--- src/rtl/ro_store_pkg.sv ---
// Shared types and constants for the ring-oscillator count RAM readout path.
package ro_store_pkg;

    typedef enum logic [2:0] {
        IDLE,
        HDR,
        RD,
        WAIT,
        SEND,
        FIN
    } rdo_state_t;

    localparam int         DEFAULT_DATA_W    = 32;
    localparam int         BYTES_PER_WORD    = DEFAULT_DATA_W / 8;
    localparam logic [7:0] DEFAULT_SYNC_BYTE = 8'hA5;

endpackage

--- src/rtl/word_serializer.sv ---
// Holds one RAM word and presents it MSB-first as bytes over a valid/ready handshake.
module word_serializer
    import ro_store_pkg::*;
#(
    parameter int DATA_W = DEFAULT_DATA_W
) (
    input  logic              clk,
    input  logic              rst,
    input  logic              i_load,
    input  logic [DATA_W-1:0] i_data,
    input  logic              i_ready,
    input  logic              i_flush,
    output logic [7:0]        o_byte,
    output logic              o_valid,
    output logic              o_last_byte
);

    localparam int BPW   = DATA_W / 8;
    localparam int CNT_W = (BPW > 1) ? $clog2(BPW) : 1;

    logic [DATA_W-1:0] r_shift;
    logic [CNT_W-1:0]  r_cnt;
    logic              r_valid;
    logic              w_accept;

    assign w_accept    = r_valid & i_ready;
    assign o_last_byte = (r_cnt == CNT_W'(BPW - 1));
    assign o_valid     = r_valid;
    assign o_byte      = r_valid ? r_shift[DATA_W-1 -: 8] : 8'h00;

    always_ff @(posedge clk or posedge rst) begin
        // NOTE: non-blocking assignments so every register samples pre-edge values.
        if (rst) begin
            r_shift <= '0;
            r_cnt   <= '0;
            r_valid <= 1'b0;
        end else if (i_flush) begin
            r_shift <= '0;
            r_cnt   <= '0;
            r_valid <= 1'b0;
        end else if (i_load) begin
            r_shift <= i_data;
            r_cnt   <= '0;
            r_valid <= 1'b1;
        end else if (w_accept) begin
            r_shift <= {r_shift[DATA_W-9:0], 8'h00};
            r_cnt   <= r_cnt + CNT_W'(1);
            if (o_last_byte) begin
                r_valid <= 1'b0;
            end
        end
    end

endmodule

--- src/rtl/ram_readout_ctrl.sv ---
// Drains the count RAM to the UART: sync byte, then words 0..N-1 as 4 bytes MSB first.
module ram_readout_ctrl
    import ro_store_pkg::*;
#(
    parameter int         ADDR_W    = 11,
    parameter int         DATA_W    = DEFAULT_DATA_W,
    parameter int         RD_LAT    = 1,
    parameter logic [7:0] SYNC_BYTE = DEFAULT_SYNC_BYTE
) (
    input  logic              clk,
    input  logic              rst,
    input  logic              start,
    input  logic [ADDR_W:0]   word_count,
    input  logic              abort,
    output logic              rd_en,
    output logic [ADDR_W-1:0] rd_addr,
    input  logic [DATA_W-1:0] rd_data,
    output logic [7:0]        tx_data,
    output logic              tx_valid,
    input  logic              tx_ready,
    output logic              busy,
    output logic              done
);

    localparam logic [ADDR_W:0] DEPTH = {1'b1, {ADDR_W{1'b0}}};

    rdo_state_t      r_state;
    rdo_state_t      w_next;
    logic [ADDR_W:0] r_n;
    logic [ADDR_W:0] r_index;
    logic [ADDR_W:0] w_index_inc;
    logic [ADDR_W:0] w_clamped_n;
    logic [1:0]      r_lat_cnt;
    logic            r_done;
    logic            w_load;
    logic            w_flush;
    logic            w_ser_valid;
    logic            w_last_byte;
    logic [7:0]      w_ser_byte;

    assign w_index_inc = r_index + (ADDR_W+1)'(1);
    assign w_clamped_n = (word_count > DEPTH) ? DEPTH : word_count;

    word_serializer #(
        .DATA_W (DATA_W)
    ) u_ser (
        .clk         (clk),
        .rst         (rst),
        .i_load      (w_load),
        .i_data      (rd_data),
        .i_ready     (tx_ready),
        .i_flush     (w_flush),
        .o_byte      (w_ser_byte),
        .o_valid     (w_ser_valid),
        .o_last_byte (w_last_byte)
    );

    always_comb begin
        // NOTE: defaults first so no path through the case leaves a signal unassigned (no latch).
        w_next  = r_state;
        w_load  = 1'b0;
        w_flush = 1'b0;
        unique case (r_state)
            IDLE: if (start) w_next = HDR;
            HDR: begin
                if (tx_ready) begin
                    if (abort)           w_next = IDLE;
                    else if (r_n == '0)  w_next = FIN;
                    else                 w_next = RD;
                end
            end
            RD:   w_next = abort ? IDLE : WAIT;
            WAIT: begin
                if (abort) begin
                    w_next = IDLE;
                end else if (r_lat_cnt == 2'(RD_LAT - 1)) begin
                    w_load = 1'b1;
                    w_next = SEND;
                end
            end
            SEND: begin
                // An abort only takes effect once the byte on the wire is accepted.
                if (tx_ready) begin
                    if (abort) begin
                        w_flush = 1'b1;
                        w_next  = IDLE;
                    end else if (w_last_byte) begin
                        w_next = (w_index_inc == r_n) ? FIN : RD;
                    end
                end
            end
            FIN:     w_next = IDLE;
            default: w_next = IDLE;
        endcase
    end

    always_ff @(posedge clk or posedge rst) begin
        if (rst) begin
            r_state   <= IDLE;
            r_n       <= '0;
            r_index   <= '0;
            r_lat_cnt <= '0;
            r_done    <= 1'b0;
        end else begin
            r_state <= w_next;
            r_done  <= (r_state == FIN) && !abort;
            if (r_state == IDLE && start) begin
                r_n     <= w_clamped_n;
                r_index <= '0;
            end else if (r_state == SEND && tx_ready && !abort && w_last_byte) begin
                r_index <= w_index_inc;
            end
            if (r_state == RD) begin
                r_lat_cnt <= '0;
            end else if (r_state == WAIT) begin
                r_lat_cnt <= r_lat_cnt + 2'd1;
            end
        end
    end

    assign busy     = (r_state != IDLE);
    assign done     = r_done;
    assign rd_en    = (r_state == RD);
    assign rd_addr  = r_index[ADDR_W-1:0];
    assign tx_valid = (r_state == HDR) | w_ser_valid;
    assign tx_data  = (r_state == HDR) ? SYNC_BYTE : w_ser_byte;

endmodule

--- config.mk ---
export PLATFORM = sky130hd
export DESIGN_NAME = ram_readout_ctrl
export DESIGN_NICKNAME = d
export VERILOG_FILES = /design/src/rtl/ro_store_pkg.sv /design/src/rtl/word_serializer.sv /design/src/rtl/ram_readout_ctrl.sv
export SDC_FILE = /design/constraint.sdc
export NUM_CORES = 1
export LEC_CHECK = 0
export BUFFER_PORTS_ARGS = -buffer_cell sky130_fd_sc_hd__buf_4
export CORE_MARGIN = 8
export CORE_UTILIZATION = 60
export CTS_CLUSTER_DIAMETER = 40
export CTS_CLUSTER_SIZE = 20
export DETAILED_ROUTE_END_ITERATION = 10
export PLACE_DENSITY = 0.86
export SYNTH_ARGS = -nofsm -noshare
export SYNTH_HDL_FRONTEND = slang
export SYNTH_SLANG_ARGS = --single-unit
export TNS_END_PERCENT = 5
--- constraint.sdc ---
create_clock -name clk -period 3.7 [get_ports clk]
set_clock_uncertainty 0.15 [all_clocks]
set_input_delay 0.74 -clock clk [delete_from_list [all_inputs] [get_ports clk]]
set_output_delay 0.74 -clock clk [all_outputs]
set_load 0.02 [all_outputs]
# Word level (Yosys, flattened, before mapping)
# Cells that the tools add are included.
dict set report op_classes {
  addsub 3
  n_lt_le_gt_ge 1
  eq_ne 12
  n_mux 35
  n_bitwise 2
  n_reduce_logical 16
}
# cell n
set op_table {}
lappend op_table {{2-to-1 mux 32 bit} 3}
lappend op_table {{2-to-1 mux 12 bit} 3}
lappend op_table {{2-to-1 mux 3 bit} 10}
lappend op_table {{2-to-1 mux 8 bit} 2}
lappend op_table {{one-hot mux 3 bit (5 select lines)} 1}
lappend op_table {{adder 12 x 1 -> 12 bit, second input constant} 1}
lappend op_table {{equality test 12 bit} 1}
lappend op_table {{greater-than comparator 12 bit, second input constant} 1}
lappend op_table {{logical NOT 12 bit} 1}
lappend op_table {{2-to-1 mux 2 bit} 6}
lappend op_table {{2-to-1 mux 1 bit} 10}
lappend op_table {{nonzero test 3 bit} 3}
lappend op_table {{equality test 3 x 2 -> 1 bit, second input constant} 2}
lappend op_table {{equality test 3 bit, second input constant} 2}
lappend op_table {{inequality test 2 bit, second input constant} 3}
lappend op_table {{inequality test 3 bit, second input constant} 2}
lappend op_table {{logical AND 1 bit} 5}
lappend op_table {{AND reduction 5 bit} 1}
lappend op_table {{adder 2 x 1 -> 2 bit, second input constant} 2}
lappend op_table {{nonzero test 2 bit} 2}
lappend op_table {{equality test 3 x 1 -> 1 bit, second input constant} 1}
lappend op_table {{logical NOT 3 bit} 1}
lappend op_table {{equality test 2 bit, second input constant} 1}
lappend op_table {{logical NOT 2 bit} 1}
lappend op_table {{4 further kinds} 4}
dict set report word_totals {
  register_bits 65
  out_inout_bits 23
  elab_cells 77
}

# Longest topological paths before layout
# Gate-level depths: netlist of the first run.
dict set report depth {
  ltp_word 7
  ltp_mapped 8
  ltp_nobuf 7
}

# Cells and area by module
# From an unflattened synthesis of the first run, not the netlist that was laid out.
dict set report hier_totals {
  cells_unflattened 387
  hier_area_um2 3731.1
}
# mod n_inst cells_per_inst area_each_um2 seq_area_each_um2
set modules_own_cells {}
lappend modules_own_cells {ram_readout_ctrl 1 238 2039.5 750.7}
lappend modules_own_cells {word_serializer 1 149 1691.6 875.8}

# Least setup slack after synthesis of the first run
# OpenSTA, ideal clock, no wires.
dict set report synth_timing {
  path_type {register to register}
  from {reg r_index[0]}
  to {reg r_state[1]}
  setup_time_ps 119
  t_arrival_ps 2257
  setup_slack_ps 1175
  stages_incl_launch_ff 8
  path_buffers 0
  period_less_slack_ps 2525
  path_cell_list {dfrtp_1 -> ha_1 -> nand3_4 -> or4b_1 -> a31oi_1 -> o22ai_1 -> o41a_2 -> o21a_1}
}
dict set report synth_via {
  elab_chain_len 7
}
# item line_no
set synth_rtl {}
lappend synth_rtl {{from (decl)} ram_readout_ctrl.sv:30} ;# logic [ADDR_W:0] r_index;
lappend synth_rtl {{from (signal assigned)} ram_readout_ctrl.sv:111} ;# r_index <= w_index_inc;
lappend synth_rtl {{adder 12 x 1 -> 12 bit} ram_readout_ctrl.sv:41} ;# assign w_index_inc = r_index + (ADDR_W+1)'(1);
lappend synth_rtl {{equality test 12 bit} ram_readout_ctrl.sv:88} ;# w_next = (w_index_inc == r_n) ? FIN : RD;
lappend synth_rtl {{2-to-1 mux 3 bit} ram_readout_ctrl.sv:88}
lappend synth_rtl {{2-to-1 mux 3 bit} ram_readout_ctrl.sv:87} ;# end else if (w_last_byte) begin
lappend synth_rtl {{2-to-1 mux 3 bit} ram_readout_ctrl.sv:84} ;# if (abort) begin
lappend synth_rtl {{2-to-1 mux 3 bit} ram_readout_ctrl.sv:83} ;# if (tx_ready) begin
lappend synth_rtl {{one-hot mux 3 bit (5 select lines)} ram_readout_ctrl.sv:63} ;# unique case (r_state)
lappend synth_rtl {{to (signal assigned)} ram_readout_ctrl.sv:105} ;# r_state <= w_next;
lappend synth_rtl {{to (decl)} ram_readout_ctrl.sv:27} ;# rdo_state_t r_state;
# No other way between the ends. The select of a mux whose other input is x is not followed.
# A chain may end at the register's enable or synchronous reset.

# Final worst setup path of the first run
dict set report layout_timing {
  from {reg r_index[0]}
  to {reg r_state[0]}
}
# The elaborated chain is that of the path after synthesis.

==> results.json, run 1 <==
{
  "flow.area_growth_from_synthesis_pct": 17.4,
  "setup.worst_path.start": "r_index[0]",
  "wire_per_inst_um": 17.8,
  "synth_edf_count": 0,
  "relSlewSlack_pct": 54.5,
  "initial_antenna_violation_count": 0,
  "clockRootBuffer": "sky130_fd_sc_hd__clkbuf_8",
  "core_area_sq_mm": 0.00592,
  "synth_nets": 435,
  "clock_tree.buffer_depth": 2,
  "critical_path.slowest_cell": "sky130_fd_sc_hd__or4_4",
  "power_density_over_the_cells_mw_per_mm2": 676,
  "tritoncts.num_buffers": 9,
  "final_report_max_slew_violation_count": 0,
  "leakagePower_nw": 2.11,
  "synth_top_area_cell": "sky130_fd_sc_hd__dfrtp_1",
  "synth_top_flop_cell": "sky130_fd_sc_hd__dfrtp_1",
  "initial_utilization_pct": 61.8,
  "portBuffers": 71,
  "drt-total-wl_um": 9210,
  "cts.clk_slew.worst_paths_ps": 70,
  "syn_avg_cell_area_sq_um": 9.55,
  "fin_ws_ps": 959,
  "htreeDepth": 3,
  "synth_area_leaders": "sky130_fd_sc_hd__dfrtp_1, sky130_fd_sc_hd__mux2i_1, sky130_fd_sc_hd__a211oi_1",
  "layout-drive-gt1-share_pct": 23.6,
  "synth-warning-count": 0,
  "synth_seq_cells": 65,
  "cpLargestDelayFamily": "simple AND/OR/NAND/NOR gates",
  "route.detailed.drc": 0,
  "row_count": 28,
  "postCtsResizedCells": 0,
  "number_of_top_level_pins": 72,
  "min-delay-path-class": "in -> async",
  "dieArea_sq_mm": 0.00885,
  "critPathBufInv": 0,
  "critical-path-max-stage-delay_ps": 560,
  "timing.critical_path.cells": "ha_1, nand3_4, or4b_1, a31oi_1, o22ai_1, or4_4, o21ai_2",
  "report.final.setup_viol": 0,
  "tightest_slew_ps": 680,
  "criticalPathCategory": "reg -> reg",
  "most-common-layout-cells": "sky130_fd_sc_hd__buf_4, sky130_fd_sc_hd__dfrtp_1, sky130_fd_sc_hd__nor2_1",
  "die_h_um": 94.1,
  "vias_per_cell": 6.12,
  "max_freq_ghz": 0.365,
  "worst_setup_path_end_kind": "flop",
  "final-hold-violation-count": 0,
  "via_count_of_the_first_global_routing_pass": 3218,
  "gp_congestion": 0.960,
  "min_period_over_period_pct": 74.1,
  "cts_hold_buffers_added": 0,
  "largest_net_degree_at_the_start_of_global_routing": 50,
  "timing.setup.tns_ps": 0,
  "ant_nets": 0,
  "vias": 3159,
  "max_cap_violations": 0,
  "grt_setup_unrepaired": "no",
  "synth_top_area_share_pct": 44.5,
  "crit_arrival_ps": 2860,
  "peakVddDrop_v": 0.000377,
  "outcome": "finished, final reports clean",
  "required_ps": 3820,
  "critical_path.max_fanout": 9,
  "fp.dieW_um": 94.1,
  "dr.pass1.iters": 4,
  "num-nets-final": 490,
  "most_common_library_cell_in_the_layout_ignoring_fill_and_taps": "sky130_fd_sc_hd__buf_4",
  "clk_latency_ps": 340,
  "drt-initial-drc-count": 234,
  "unique_cell_type_count_in_the_yosys_netlist": 55,
  "cts_sinks": 65,
  "grt_first_pass_wirelength_um": 15400,
  "fill_cell_instance_count_of_the_final_layout": 424,
  "post-cts-setup-buffers": 0,
  "startpoint_type": "flop",
  "post_synth_inst_count": 383,
  "dp.final_hpwl_um": 6670,
  "asyncSetResetFlopFracSynth_pct": 100,
  "min_period_ps": 2740,
  "global_routing_usage_summed_across_all_routing_layers_pct": 21.8,
  "yosysSeqAreaShare_pct": 44.5,
  "dp_slack_ps": 1000,
  "synth.cell_area_sq_mm": 0.00366,
  "antenna-diode-count": 0,
  "crit-reg2reg-launch": "r_index[0]",
  "tritoncts_clock_tree": "done",
  "grt_remaining_overflow": 0
}
==> power by group <==
| group | switching [mW] | total [mW] | internal, mW | leakage [nW] |
|---|---|---|---|---|
| combinational | 0.603 | 1.16 | 0.559 | 1.16 |
| sequential | 0.246 | 1.21 | 0.963 | 0.861 |
| clock | 0.263 | 0.533 | 0.270 | 0.0871 |
| total | 1.11 | 2.90 | 1.79 | 2.11 |
==> through the flow <==
stage / instance area [sq um] / util, % / std cells / hold slack [ps] / power (mW)
CTS: 4300 / 72.5 / 516 / 238 / 2.90
floorplan: 3660 / - / 383 / 300 / 2.00
global route: 4300 / 72.5 / 516 / 256 / 3.09
global placement: 4130 / 69.7 / 502 / 318 / 2.31
finish: 4300 / 72.5 / 516 / 223 / 2.90
detailed placement: 4130 / 69.7 / 502 / 340 / 2.37
==> synth_stat cells, drive strengths merged (2+ instances only) <==
cell and n:
o21bai 2, o31ai 2, a2bb2oi 2, o21ai 27, nand3 12, dfrtp 65, nor2 43, xnor2 10
xor2 6, nor4 6, nor3b 3, nand2 33, o21a 2, o22ai 4, nand2b 6, inv 10
a22o 16, nand3b 2, a31oi 3, a211oi 24, a21oi 9, nand4 4, nor2b 2, clkbuf 17
mux2 2, ha 3, and3 7, buf 17, mux2i 24, nor3 4, or4 3
==> sequential cells by signal, indices dropped and copies added (netlist names) <==
name and flops:
r_lat_cnt 2, u_ser.r_shift 32, done 1, u_ser.o_valid 1, r_index 12, r_n 12, r_state 3, u_ser.r_cnt 2
==> cell families (layout without fill, tap and decap cells) <==
logic type | Yosys count | count (layout) | share of synthesized area (%)
AND/OR/NAND/NOR | 130 | 130 | 18.0
AO/OA/AOI/OAI | 99 | 99 | 18.7
flip-flops | 65 | 65 | 44.5
buffers and inverters | 44 | 102 | 6.81
multiplexers | 26 | 26 | 7.18
XOR/XNOR | 16 | 16 | 3.83
adder cells (fa/ha/maj) | 3 | 3 | 1.03
==> metal layers <==
metal	global-route usage (%)	routed length, um	vias up
li1	-	-	1494
met1	28.0	4020	1518
met3	6.79	633	16
met2	33.7	4410	131
met4	7.53	148	0
met5	0	0	-
==> final cells by class <==
type                       count  area [sq um]  area share [%]
multi-input combinational    274          1780            41.5
inverter                      10          37.5           0.874
tap                           75          93.8            2.18
sequential                    65          1630            37.9
clock buffer                  11           151            3.52
timing repair buffer          78           586            13.6
clock inverter                 3          17.5           0.408
==> worst register-to-register path: stages, from the launching register on <==
cell	delay (ps)
sky130_fd_sc_hd__dfrtp_1	460
sky130_fd_sc_hd__ha_1	310
sky130_fd_sc_hd__nand3_4	180
sky130_fd_sc_hd__or4b_1	550
sky130_fd_sc_hd__a31oi_1	180
sky130_fd_sc_hd__o22ai_1	130
sky130_fd_sc_hd__or4_4	560
sky130_fd_sc_hd__o21ai_2	150
==> path summary, 6_finish.rpt <==
kind,depth (start not counted),slack (ps),endpoint
worst max-delay path,7,960,r_state[0]
min in group clk,2,350,r_lat_cnt[1]
max in group asynchronous,3,2500,r_n[10]
worst max register to register,7,960,r_state[0]
worst min register to register,2,350,r_lat_cnt[1]
worst min-delay path,2,220,r_n[4]
Power figures use the tool's default switching activity.
==> run 2: changes to the inputs <==
CORE_UTILIZATION = 55   (was 60)
PLACE_DENSITY = 0.8   (was 0.86)
clock period = 2.8 ns   (was 3.7 ns; I/O delays follow)
==> results.json, run 2 (synthesis gave the netlist of run 1 again) <==
{
  "grt_setup_unrepaired": "no",
  "cts_sinks": 65,
  "cts_hold_buffers_added": 0,
  "max_flop_register": "u_ser.r_shift",
  "largest_register_ff_count": 32,
  "dieArea_sq_mm": 0.00952,
  "route.detailed.drc": 0,
  "final-hold-violation-count": 0,
  "r2r_slack_ps": 150,
  "number_of_top_level_pins": 72,
  "fp.dieW_um": 97.6,
  "clock_tree.buffer_depth": 2,
  "final_report_max_slew_violation_count": 0,
  "ant_nets": 0,
  "grt_first_pass_wirelength_um": 14800,
  "row_count": 29,
  "max_cap_violations": 0,
  "crit-reg2reg-launch": "r_index[1]",
  "drt-total-wl_um": 8870,
  "wire_per_inst_um": 16.9,
  "post-cts-setup-buffers": 0,
  "via_count_of_the_first_global_routing_pass": 3061,
  "initial_utilization_pct": 57.3,
  "min-delay-path-class": "in -> async",
  "portBuffers": 71,
  "dp.final_hpwl_um": 6480,
  "num-nets-final": 495,
  "core_area_sq_mm": 0.00639,
  "tritoncts.num_buffers": 9,
  "vias_per_cell": 5.84,
  "min_period_over_period_pct": 94.6,
  "layout-drive-gt1-share_pct": 24.6,
  "critical_path.max_fanout": 9,
  "worst_setup_path_end_kind": "flop",
  "leakagePower_nw": 2.16,
  "grt_remaining_overflow": 0,
  "postCtsResizedCells": 0,
  "clk_latency_ps": 330,
  "vias": 3067,
  "min_period_ps": 2650,
  "biggestRegsByFlops": "u_ser.r_shift x32, r_index x12, r_n x12",
  "report.final.setup_viol": 0,
  "largest_net_degree_at_the_start_of_global_routing": 66,
  "flow.area_growth_from_synthesis_pct": 19.9,
  "relSlewSlack_pct": 52.1,
  "power_density_over_the_cells_mw_per_mm2": 901,
  "antenna-diode-count": 0,
  "max_freq_ghz": 0.378,
  "dp_slack_ps": 180,
  "die_h_um": 97.6,
  "startpoint_type": "flop",
  "crit_arrival_ps": 2730,
  "criticalPathCategory": "reg -> reg",
  "global_routing_usage_summed_across_all_routing_layers_pct": 18.6,
  "outcome": "finished, final reports clean",
  "initial_antenna_violation_count": 0,
  "most-common-layout-cells": "sky130_fd_sc_hd__buf_4, sky130_fd_sc_hd__dfrtp_1, sky130_fd_sc_hd__nor2_1",
  "htreeDepth": 3,
  "clockRootBuffer": "sky130_fd_sc_hd__clkbuf_8",
  "cts.clk_slew.worst_paths_ps": 70,
  "gp_congestion": 0.852,
  "worst_reg2reg_path_endpoint": "r_state[1]",
  "most_common_library_cell_in_the_layout_ignoring_fill_and_taps": "sky130_fd_sc_hd__buf_4",
  "rr_worst_depth": 7,
  "fin_ws_ps": 151,
  "required_ps": 2880,
  "timing.setup.tns_ps": 0,
  "tightest_slew_ps": 719,
  "dr.pass1.iters": 4,
  "fill_cell_instance_count_of_the_final_layout": 513,
  "drt-initial-drc-count": 155,
  "peakVddDrop_v": 0.000596,
  "tritoncts_clock_tree": "done"
}
[run 2: changes by cell type in the layout (fill, tap and decap cells not counted), sizes merged]
| cell | before | now |
|---|---|---|
| bufinv | 0 | 1 |
| clkbuf | 11 | 12 |
| buf | 78 | 83 |
[run 2: how the worst max path moves through the flow]
| stage | startpoint | end | cells past startpoint |
|---|---|---|---|
| 2_1_floorplan | r_index[0] | r_state[1] | 7 |
| 3_3_place_gp | r_index[1] | r_state[1] | 7 |
| 3_5_place_dp | r_index[1] | r_state[1] | 7 |
| 4_1_cts | r_index[1] | r_state[1] | 7 |
| 5_1_grt | r_index[1] | r_state[1] | 7 |
| 6_report | r_index[1] | r_state[1] | 7 |
[run 2: critical path, cell delays in order (launching register included)]
cell and delay [ps]:
sky130_fd_sc_hd__dfrtp_1 430, sky130_fd_sc_hd__ha_1 290, sky130_fd_sc_hd__nand3_4 170, sky130_fd_sc_hd__or4b_1 540, sky130_fd_sc_hd__a31oi_1 180, sky130_fd_sc_hd__o22ai_1 120, sky130_fd_sc_hd__o41a_2 490, sky130_fd_sc_hd__o21a_1 170
[run 2: layout make-up]
class	instances	area, sq um	area share, %
flip-flops and latches	65	1630	37.1
clock inverters	4	51.3	1.17
multi-input cells	274	1780	40.7
clock buffers	12	155	3.54
inverters	10	37.5	0.856
well taps	77	96.3	2.20
repair buffers	83	636	14.5
[run 2: metal layers]
metal  wire, um  part of all wire (%)  global-route usage, %  vias to the layer above
li1           -                     -                      -                     1501
met1       4060                    46                   24.5                     1475
met2       4120                    46                   28.8                       84
met3        628                   7.1                   5.76                        7
met4         65                  0.73                   5.13                        0
met5          0                     0                      0                        -
[run 2: power by group]
part | internal (mW) | switching (mW)
registers | 1.27 | 0.298
clock network | 0.460 | 0.358
logic | 0.757 | 0.805
[run 2: stage by stage]
stage               instances  power, mW  hold WS, ps  area (sq um)  util [%]
global placement          509       3.10          317          4180      65.4
finish                    525       3.95          132          4390      68.7
global route              525       4.21          164          4390      68.7
CTS                       525       3.97          149          4390      68.7
detailed placement        509       3.15          334          4180      65.4
floorplan                 383       2.64          300          3660         -
